### config.mk
export PLATFORM = sky130hd
export DESIGN_NAME = sistema_digital_rf
export DESIGN_NICKNAME = d
export VERILOG_FILES = /design/src/rtl/sistema_digital_rf.sv
export SDC_FILE = /design/constraint.sdc
export NUM_CORES = 1
export LEC_CHECK = 0
export BUFFER_PORTS_ARGS = -buffer_cell sky130_fd_sc_hd__buf_2
export CORE_AREA = 4 4 93 95
export DETAILED_ROUTE_END_ITERATION = 7
export DIE_AREA = 0 0 97 99
export PLACE_DENSITY = 0.82
export SYNTH_ARGS = -nofsm -noshare
export SYNTH_HDL_FRONTEND = slang
export SYNTH_SLANG_ARGS = --single-unit
### constraint.sdc
create_clock -name clk -period 3 [get_ports clk]
set_clock_uncertainty 0.1 [all_clocks]
set_input_delay 0.3 -clock clk [delete_from_list [all_inputs] [get_ports clk]]
set_output_delay 0.3 -clock clk [all_outputs]
set_load 0.02 [all_outputs]
### src/rtl/sistema_digital_rf.sv
`default_nettype none
// ============================================================================
// Module  : sistema_digital_rf
// Brief   : NREG x N register file with a 4-op ALU; executes Rd <- Rs1 op Rs2
//           through T and AC, one instruction per start handshake.
// Rev     : 1.0
// ============================================================================
module sistema_digital_rf #(
   parameter int  N    = 8,
   parameter int  NREG = 4,
   localparam int AW   = (NREG > 1) ? $clog2(NREG) : 1
) (
   input  logic          clk,
   input  logic          reset,
   input  logic          start,
   input  logic [1:0]    op,
   input  logic [AW-1:0] rd,
   input  logic [AW-1:0] rs1,
   input  logic [AW-1:0] rs2,
   input  logic          ld_en,
   input  logic [AW-1:0] ld_addr,
   input  logic [N-1:0]  ld_data,
   input  logic [AW-1:0] rd_addr,
   output logic [N-1:0]  rd_data,
   output logic [N-1:0]  ac_q,
   output logic          busy,
   output logic          done,
   output logic          flag_z,
   output logic          flag_c
);

   localparam logic [1:0] OP_ADD = 2'b00;
   localparam logic [1:0] OP_SUB = 2'b01;
   localparam logic [1:0] OP_AND = 2'b10;

   typedef enum logic [2:0] {
      S_IDLE   = 3'd0,
      S_LOAD_T = 3'd1,
      S_EXEC   = 3'd2,
      S_WRITE  = 3'd3,
      S_DONE   = 3'd4
   } state_t;

   state_t          state_q;
   logic [1:0]      op_q;
   logic [AW-1:0]   rd_q, rs1_q, rs2_q;
   logic [N-1:0]    t_q;
   logic [N-1:0]    regs_q [NREG];

   logic [N-1:0]    rs1_data, rs2_data;
   logic [N-1:0]    alu_res_d;
   logic            alu_c_d;
   logic [N:0]      sum_d;

   // Index decode by match: out-of-range addresses hit nothing, so they read 0.
   always_comb begin
      rd_data  = '0;
      rs1_data = '0;
      rs2_data = '0;
      for (int i = 0; i < NREG; i++) begin
         if (rd_addr == AW'(i)) rd_data  = regs_q[i];
         if (rs1_q   == AW'(i)) rs1_data = regs_q[i];
         if (rs2_q   == AW'(i)) rs2_data = regs_q[i];
      end
   end

   always_comb begin
      sum_d     = {1'b0, t_q} + {1'b0, rs2_data};
      alu_res_d = t_q;
      alu_c_d   = 1'b0;
      case (op_q)
         OP_ADD: begin
            alu_res_d = sum_d[N-1:0];
            alu_c_d   = sum_d[N];
         end
         OP_SUB: begin
            alu_res_d = t_q - rs2_data;
            alu_c_d   = (t_q < rs2_data);
         end
         OP_AND:  alu_res_d = t_q & rs2_data;
         default: alu_res_d = t_q;
      endcase
   end

   always_ff @(posedge clk or negedge reset) begin
      if (!reset) begin
         state_q <= S_IDLE;
         op_q    <= '0;
         rd_q    <= '0;
         rs1_q   <= '0;
         rs2_q   <= '0;
         t_q     <= '0;
         ac_q    <= '0;
         flag_z  <= 1'b0;
         flag_c  <= 1'b0;
         busy    <= 1'b0;
         done    <= 1'b0;
         for (int i = 0; i < NREG; i++) regs_q[i] <= '0;
      end else begin
         done <= 1'b0;
         case (state_q)
            S_IDLE: begin
               if (ld_en) begin
                  for (int i = 0; i < NREG; i++)
                     if (ld_addr == AW'(i)) regs_q[i] <= ld_data;
               end
               if (start) begin
                  op_q    <= op;
                  rd_q    <= rd;
                  rs1_q   <= rs1;
                  rs2_q   <= rs2;
                  busy    <= 1'b1;
                  state_q <= S_LOAD_T;
               end
            end
            S_LOAD_T: begin
               t_q     <= rs1_data;
               state_q <= S_EXEC;
            end
            S_EXEC: begin
               ac_q    <= alu_res_d;
               flag_z  <= (alu_res_d == '0);
               flag_c  <= alu_c_d;
               state_q <= S_WRITE;
            end
            S_WRITE: begin
               for (int i = 0; i < NREG; i++)
                  if (rd_q == AW'(i)) regs_q[i] <= ac_q;
               done    <= 1'b1;
               state_q <= S_DONE;
            end
            S_DONE: begin
               // A held start chains the next instruction with no idle gap.
               if (start) begin
                  op_q    <= op;
                  rd_q    <= rd;
                  rs1_q   <= rs1;
                  rs2_q   <= rs2;
                  state_q <= S_LOAD_T;
               end else begin
                  busy    <= 1'b0;
                  state_q <= S_IDLE;
               end
            end
            default: begin
               busy    <= 1'b0;
               state_q <= S_IDLE;
            end
         endcase
      end
   end

endmodule
`default_nettype wire

; ---- After elaboration in Yosys (flattened, before gate mapping)
; Cells that the tools add are included.
[classes]
n_reduce_logical = 17
mux = 31
mul = 0
n_div = 0
n_eq_ne = 32
add_sub_neg = 2
magnitude_cmp = 1
n_shift = 0
bitwise_logic = 2
[op_table]
columns = cell, n
row1 = $mux 8, 20
row2 = $pmux 32 s2, 1
row3 = $mux 32, 1
row4 = $pmux 8 s3, 1
row5 = $eq 2x2->1 const B, 11
row6 = $ne 2x2->1 const B, 11
row7 = $reduce_and 4->1, 4
row8 = $pmux 3 s5, 1
row9 = $eq 2x1->1 const B, 6
row10 = $logic_not 2->1, 6
row11 = $add 8x8->9, 1
row12 = $and 8x8->8, 1
row13 = $logic_not 8->1, 1
row14 = $lt 8x8->1, 1
row15 = $sub 8x8->8, 1
row16 = $eq 3x2->1 const B, 2
row17 = $mux 1, 4
row18 = $eq 3x1->1 const B, 1
row19 = $eq 3x3->1 const B, 1
row20 = $logic_not 3->1, 1
row21 = $mux 3, 1
row22 = $pmux 1 s3, 1
row23 = $reduce_and 3->1, 1
row24 = $reduce_or 3->1, 1
row25 = 5 further kinds, 5
[totals]
latch_bits = 0
mem_bits_rw = 0
output_inout_bits = 20
n_memories = 0
input_bits = 24
regBits = 63
rom_bits = 0

; ---- Longest topological paths before layout
; Gate-level depths: netlist of the first run.
[depth]
word_depth = 8
ltp_mapped = 11
mapped_depth_nobuf = 10

; ---- Worst setup path after synthesis of the first run
; OpenSTA, ideal clock, no wires.
[synth_timing]
kind = register to register
from = reg rs2_q[0]
to = reg flag_z
required_time_ps = 2773
synth_period_minus_slack_ps = 3290
arrival_ps = 3063
setup_slack_ps = -290
stages_incl_launch_ff = 11
path_cell_list = dfrtp_1 > clkbuf_1 > mux4_2 > ha_1 > a211o_1 > a31oi_2 > nand4_1 > mux2_1 > a211o_1 > a21bo_1 > o41ai_2
[synth_between]
elab_chain_len = 8
elab_cells_between_ends = 13
cone_classes = add/sub: 2 / eq/ne: 3 / mux: 5 / bitwise: 1 / reduce/logical: 2
[synth_rtl]
columns = element, line
row1 = "start, declared", 46  ; logic [AW-1:0] rd_q, rs1_q, rs2_q;
row2 = "start signal, assigned", 111  ; rs2_q <= rs2;
row3 = "start signal, assigned", 138  ; rs2_q <= rs2;
row4 = $logic_not 2->1, 63  ; if (rs2_q == AW'(i)) rs2_data = regs_q[i];
row5 = $mux 8 (3 in a row), 63
row6 = $mux 8 *, 63
row7 = "$sub 8x8->8, or another cell as far along", 77  ; alu_res_d = t_q - rs2_data;
row8 = $pmux 8 s3 *, 71  ; case (op_q)
row9 = $logic_not 8->1 *, 122  ; flag_z <= (alu_res_d == '0);
row10 = "end signal, assigned", 122
row11 = "end, declared", 28  ; output logic flag_z,
; Mark *: on every way between the ends. The rest lies on a longest branch, timed or not.
; A chain may end at the register's enable or synchronous reset.

; ---- Worst setup path in the final report of the first run
; Ends and elaborated chain as after synthesis.

==> metrics.md, run 1 <==
| Metric | Value |
|---|---|
| Delay-heaviest family, CP | multiplexers |
| Die Y-Extent | 99 µm |
| YS warnings | 0 |
| Clock Path Buffers | 2 |
| Worst EP arrival | 3260 ps |
| I/O pin total | 44 |
| Antenna violations before repair | 0 |
| Antenna Cells | 0 |
| Drt total wl | 10800 µm |
| Post-detailed-route via-to-cell ratio | between 6 and 7 |
| Rel. slew slack | 0.464 |
| Site row count | 32 |
| WP buf/inv | 1 |
| Syn Nets | 414 |
| Final non-filler cell total | 548 |
| Largest stage delay on the critical path | 640 ps |
| Fin. Hold Viols | 0 |
| CTS tree | done |
| Mapped Avg Cell Area | 10.8 µm² |
| Die width | about 97 µm |
| CP max stage cell | mux4_2 |
| Drt first pass iters | 5 |
| DP HPWL | 7600 µm |
| Share of layout cells above drive strength 1 | 0.381 |
| EDFF count, synth | 0 |
| Worst Path Required | between 3000 and 4000 ps |
| Post-route cell area | roughly 5000 µm² |
| Worst-margin pin slew | 801 ps |
| Syn-to-layout area delta | 24.2% |
| Post-Place Cells | 527 |
| Cell Chain, Critical Path | mux4_2, ha_4, fa_2, o21bai_4, buf_6, a21oi_2, mux2i_1, xnor2_1, nor2_1, o221ai_1, o41ai_2 |
| Die area | 9600 µm² |
| Final WS setup | -122 ps |
| Fin. max-slew vios | 0 |
| CTS buffer count | 9 |
| Fraction of the cycle the final worst path needs | 1.04 |
| Antenna Violating Nets Remaining | 0 |
| Nets@finish | a little under 500 |
| Maximum clock rate | 320 MHz |
| Synth cell types | 59 |
| Area leader, netlist | dfrtp_1 |
| CTS sink count | 63 |
| Routed wire per std cell | 19.8 µm |
| Initial DRC count | 186 |
| Global-route wire length before repair | 17000 µm |
| Vias | 3306 |
| Clk_lat worst skew | 340 ps |
| FFs w/ async S/R, synth | 1.00 |
| Top post-synthesis cells by count | 63 x dfrtp_1, 39 x nor2_1, 36 x a21oi_1, 30 x inv_1, 25 x mux4_2 |
| Drt drc | 0 |
| Vias in the first global route | about 3400 |
| Initial core utilization | 0.517 |
| PortBufs | 43 |
| Root Buffer | clkbuf_8 |
| Most repeated cell in the gate-level netlist after synthesis | dfrtp_1 |
| Cells after Synth | 370 |
| Largest net degree at the start of global routing | 34 |
| Failing checks | negative setup slack |
| R2r setup slk | -120 ps |
| Max Cap Viol | 0 |
| Dpl cell area | about 4500 µm² |
| Worst-path maximum fanout | 7 |
| Type of the worst setup path | flop to flop |
| Crit start category | flop |
| Post-synthesis sequential area ratio | 0.395 |
| Post-synthesis cell area | 3990 µm² |
| Core ar. | 7730 µm² |
| RSZ-0062 raised after global routing | yes |
| Tot GR Track Use | 0.222 |
| Post-synth top area share | 0.395 |
| Clock transition at the registers of the reported paths | 80 ps |
| HP Class | input port to flop |
| Routability cong. | 0.902 |
| Setup Viol. Count Final | 2 |
| Status | finished, violations left |
| Synth Flop Type | dfrtp_1 |
| Ranking of synthesized cells by area | dfrtp_1 39%, mux4_2 14%, ha_1 5.6%, a21oi_1 4.5%, mux2i_1 4.5% |
| # H-tree levels | 3 |
| Overflow after GRT | 0 |
| Synthesis-stage register bit count | 63 |
| Final Critical Period | 3120 ps |
| Worst setup EP type | flop |
==> registers in the layout, summed over array words and instances, names as in the netlist <==
name / cells
flag_c: 1
state_q: 3
rs1_q: 2
op_q: 2
done: 1
rd_q: 2
ac_q: 8
regs_q: 32
busy: 1
flag_z: 1
rs2_q: 2
t_q: 8
==> stage by stage <==
stage          hold WS (ps)  TNS (ps)   util  worst slack, ps
6_report               79.9      -133  0.642             -122
3_3_place_gp            290      -461  0.579             -186
3_5_place_dp            306      -734  0.579             -259
4_1_cts                74.2     -78.7  0.625            -40.4
2_1_floorplan         -95.6         0      -             34.8
5_1_grt                86.6      -496  0.642             -216
==> layer usage <==
metal,vias up,part of all wire,track usage
li1,1485,-,-
met1,1665,0.41,0.279
met2,130,0.52,0.385
met3,26,0.050,0.0375
met4,0,0.024,0.0864
met5,-,0,0
==> what timing repair did <==
action                                  CTS  global route
endpoints found under the setup margin    5             6
setup buffers                             2             2
pin swaps                                10            12
resized for setup                        15            23
hold buffers                              1             0
endpoints found under the hold margin    32             0
==> kinds of logic after synthesis <==
family	after synthesis	synth area share
xor+xnor	6	0.0132
simple gates	87	0.102
buf+inv	50	0.0514
flops	63	0.395
compound gates	85	0.141
mux	59	0.231
fa+ha+maj	20	0.0665
==> worst min-delay path, cell delays in order <==
cell,delay (ps)
buf_2,80
nand2_1,40
o21ai_0,60
==> placed cells by master, fill, tap and decap left out, types with 3 or more instances in the layout <==
cell / Yosys / layout
dfrtp_1: 63 / 61
buf_2: 4 / 43
nor2_1: 39 / 38
a21oi_1: 36 / 34
buf_4: 1 / 32
inv_1: 30 / 30
mux4_2: 25 / 25
nand2_1: 23 / 22
mux2i_1: 18 / 18
mux2_2: 15 / 15
o21ai_0: 15 / 13
clkbuf_8: 0 / 11
ha_1: 18 / 10
ha_4: 0 / 8
xnor2_1: 4 / 4
nand2b_1: 3 / 3
nor3b_1: 3 / 3
nor2b_1: 3 / 3
a211oi_2: 0 / 3
==> path summary, 6_finish.rpt <==
kind | from | endpoint | depth (start not counted)
min in group asynchronous | reset | rs2_q[1] | 2
setup reg to reg | rs2_q[0] | flag_z | 11
hold reg to reg | state_q[2] | state_q[1] | 1
max in group asynchronous | reset | regs_q[29] | 3
hold / removal | op[0] | op_q[0] | 3
setup / recovery | rs2_q[0] | flag_z | 11
==> area by class of cell <==
class	instances	area (µm²)
Fill cell	555	2770
Multi-Input combinational cell	257	2420
Sequential cell	63	1580
Timing Repair Buffer	78	488
Clock buffer	13	159
Tap cell	102	128
Inverter	32	120
Clock inverter	3	65.1
Power of run 1 is left out: the tool's default activity adds up to more than one toggle a clock period on the data nets, which glitch-free logic cannot reach.
==> run 2, diff against run 1 <==
CORE_AREA = 4 4 98 91   (was 4 4 93 95)
DIE_AREA = 0 0 102 95   (was 0 0 97 99)
PLACE_DENSITY = 0.81   (was 0.82)
==> run 2 against run 1 <==
Effect of this change: the run still ends with negative setup slack left; cell count unchanged; critical path depth fell by 1; worst hold slack got worse by 16 ps; die area grew 0.91%; sequential share of layout area rose by 0.52 points; global-route usage rose by 1.9 points; cell area is 1.7% lower; register-to-register slack about the same; critical endpoint unchanged; highest routed layer unchanged.
==> metrics.md, run 2 (synthesized netlist as in run 1, its figures left out) <==
| Metric | Value |
|---|---|
| Status | finished, violations left |
| Failing checks | negative setup slack |
| Final Critical Period | 3110 ps (-8.96 ps) |
| Worst setup EP type | flop |
| CTS buffer count | 9 (unchanged) |
| Antenna violations before repair | 0 (unchanged) |
| Post-Place Cells | 529 (+0.38%) |
| Clk_lat worst skew | 340 ps (about the same) |
| Routability cong. | 0.939 (+4.1%) |
| Largest net degree at the start of global routing | 35 (+2.9%) |
| Tot GR Track Use | 0.241 (+0.0188) |
| Largest stage delay on the critical path | 560 ps (-80 ps) |
| PortBufs | 43 (unchanged) |
| Largest register FFs | 32 (unchanged) |
| Min Hold Slack | 63.8 ps (-16.1 ps) |
| Final WS setup | -113 ps (+8.96 ps) |
| Site row count | 31 (-3.1%) |
| Worst R2R End | flag_z |
| Max layer used | met4 |
| Core ar. | 7910 µm² (+2.4%) |
| HP Class | input port to flop |
| Clock Path Buffers | 2 (unchanged) |
| Crit path to | flag_z |
| Met2 wire len | 5370 µm (-4.7%) |
| Post-detailed-route via-to-cell ratio | 6.18 (+2.5%) |
| Overflow after GRT | 0 (unchanged) |
| Biggest register | regs_q |
| Most frequent cells in the layout | 62 x dfrtp_1, 43 x buf_2, 37 x nor2_1, 37 x buf_4, 35 x a21oi_1 |
| Worst Path Required | 3140 ps (about the same) |
| CTS sink count | 63 (unchanged) |
| Share of layout cells above drive strength 1 | 0.372 (-0.00923) |
| Maximum clock rate | 321 MHz (+0.29%) |
| Clock transition at the registers of the reported paths | 70 ps (about the same) |
| Fin. max-slew vios | 0 (unchanged) |
| Dpl cell area | 4510 µm² (+0.75%) |
| Wire length on met3 | 730 µm (+35%) |
| Root Buffer | clkbuf_8 |
| Vias | 3389 (+2.5%) |
| Final non-filler cell total | 548 (unchanged) |
| Drt total wl | 10800 µm (-0.29%) |
| R2r setup slk | -110 ps (about the same) |
| Global-route wire length before repair | 17800 µm (+4.6%) |
| Antenna Cells | 0 (unchanged) |
| Most common cell after layout, fill and taps aside | dfrtp_1 |
| Syn-to-layout area delta | 22.1% |
| Wire length on met1 | 4360 µm (-1.3%) |
| CP startpoint | rs2_q[0] |
| Worst r2r path cells | 10 (-1) |
| I/O pin total | 44 (unchanged) |
| Vias in the first global route | 3507 (+4.1%) |
| Drt drc | 0 (unchanged) |
| RSZ-0062 raised after global routing | yes |
| Worst-path maximum fanout | 5 (-2) |
| Fraction of the cycle the final worst path needs | 1.04 (-0.00299) |
| Die Y-Extent | 95 µm (-4.0%) |
| Initial core utilization | 0.504 (-0.0121) |
| Biggest registers after layout | regs_q (32), ac_q (8), t_q (8) |
| Initial DRC count | 242 (+30%) |
| # H-tree levels | 3 (unchanged) |
| Routed wire per std cell | 19.7 µm (-0.29%) |
| Worst-margin pin slew | 1120 ps (+319 ps) |
| Drt first pass iters | 5 (unchanged) |
| Fin. Hold Viols | 0 (unchanged) |
| CTS tree | done |
| Post-route cell area | 4870 µm² (-1.7%) |
| Worst EP arrival | 3250 ps (about the same) |
| Die width | 102 µm (+5.2%) |
| Rel. slew slack | 0.254 (-0.211) |
| Setup Viol. Count Final | 3 (+1) |
| Antenna Violating Nets Remaining | 0 (unchanged) |
| R2R Path Start | rs2_q[0] |
| Type of the worst setup path | flop to flop |
| Crit start category | flop |
| Die area | 9690 µm² (+0.91%) |
| CP max stage cell | mux4_2 |
| Max Cap Viol | 0 (unchanged) |
| Cell Chain, Critical Path | buf_6, mux4_2, ha_4, a211o_1, a31oi_4, nor4bb_1, a41oi_1, o211ai_1, and2_4, o41ai_4 |
| Nets@finish | 489 (+0.82%) |
| DP HPWL | 7980 µm (+5.0%) |
-- run 2: changes by cell type in the layout (fill, tap and decap cells not counted), moves of 3 or more --
cell,delta
buf_4,+5
a211oi_1,+3
ha_4,-4
ha_1,+3
a211oi_2,-3
-- run 2: worst min-delay path by stage --
| stage | slack, ps | endpoint | depth (start not counted) | from |
|---|---|---|---|---|
| floorplan | -100 | ac_q[0] | 0 | reset |
| global placement | 290 | regs_q[10] | 1 | reset |
| detailed placement | 300 | regs_q[10] | 1 | reset |
| CTS | 70 | op_q[0] | 3 | op[0] |
| global route | 90 | rd_q[0] | 2 | rd[0] |
| finish | 60 | op_q[0] | 3 | op[0] |
-- run 2: worst max-delay path, delay by kind of cell, from the launching register on --
kind / cells / cell delay (ps)
buffers and inverters: 1 / 130
flip-flops: 1 / 440
adder cells (fa/ha/maj): 1 / 200
multiplexers: 1 / 560
AO/OA/AOI/OAI: 5 / 1300
AND/OR/NAND/NOR: 2 / 290
-- run 2: routing by layer --
layer  GRT usage  up-vias
met5           0        -
met4      0.0995        0
met3      0.0487       38
met2       0.390      162
met1       0.316     1690
li1            -     1499
-- run 2: through the flow --
stage / setup slack, ps / utilization / TNS [ps]
detailed placement: -204 / 0.570 / -488
global route: -236 / 0.616 / -872
floorplan: 34.8 / - / 0
CTS: -114 / 0.604 / -168
finish: -113 / 0.616 / -277
global placement: -77.6 / 0.570 / -140
-- run 2: cell type report --
class	count	area, µm²
inverters	32	120
repair buffers	82	514
clock buffers	12	155
clock inverters	3	42.5
fillers	627	3040
flip-flops and latches	63	1580
multi-input cells	257	2340
well taps	99	124
-- run 2: timing repair --
| action | CTS | global route |
|---|---|---|
| endpoints found under the hold margin | 32 | 0 |
| gates resized for setup | 12 | 20 |
| buffers inserted | 1 | 2 |
| hold buffers | 1 | 0 |
| endpoints found under the setup margin | 5 | 7 |
| pin swaps | 3 | 13 |
Power of run 2 is left out for the same reason.
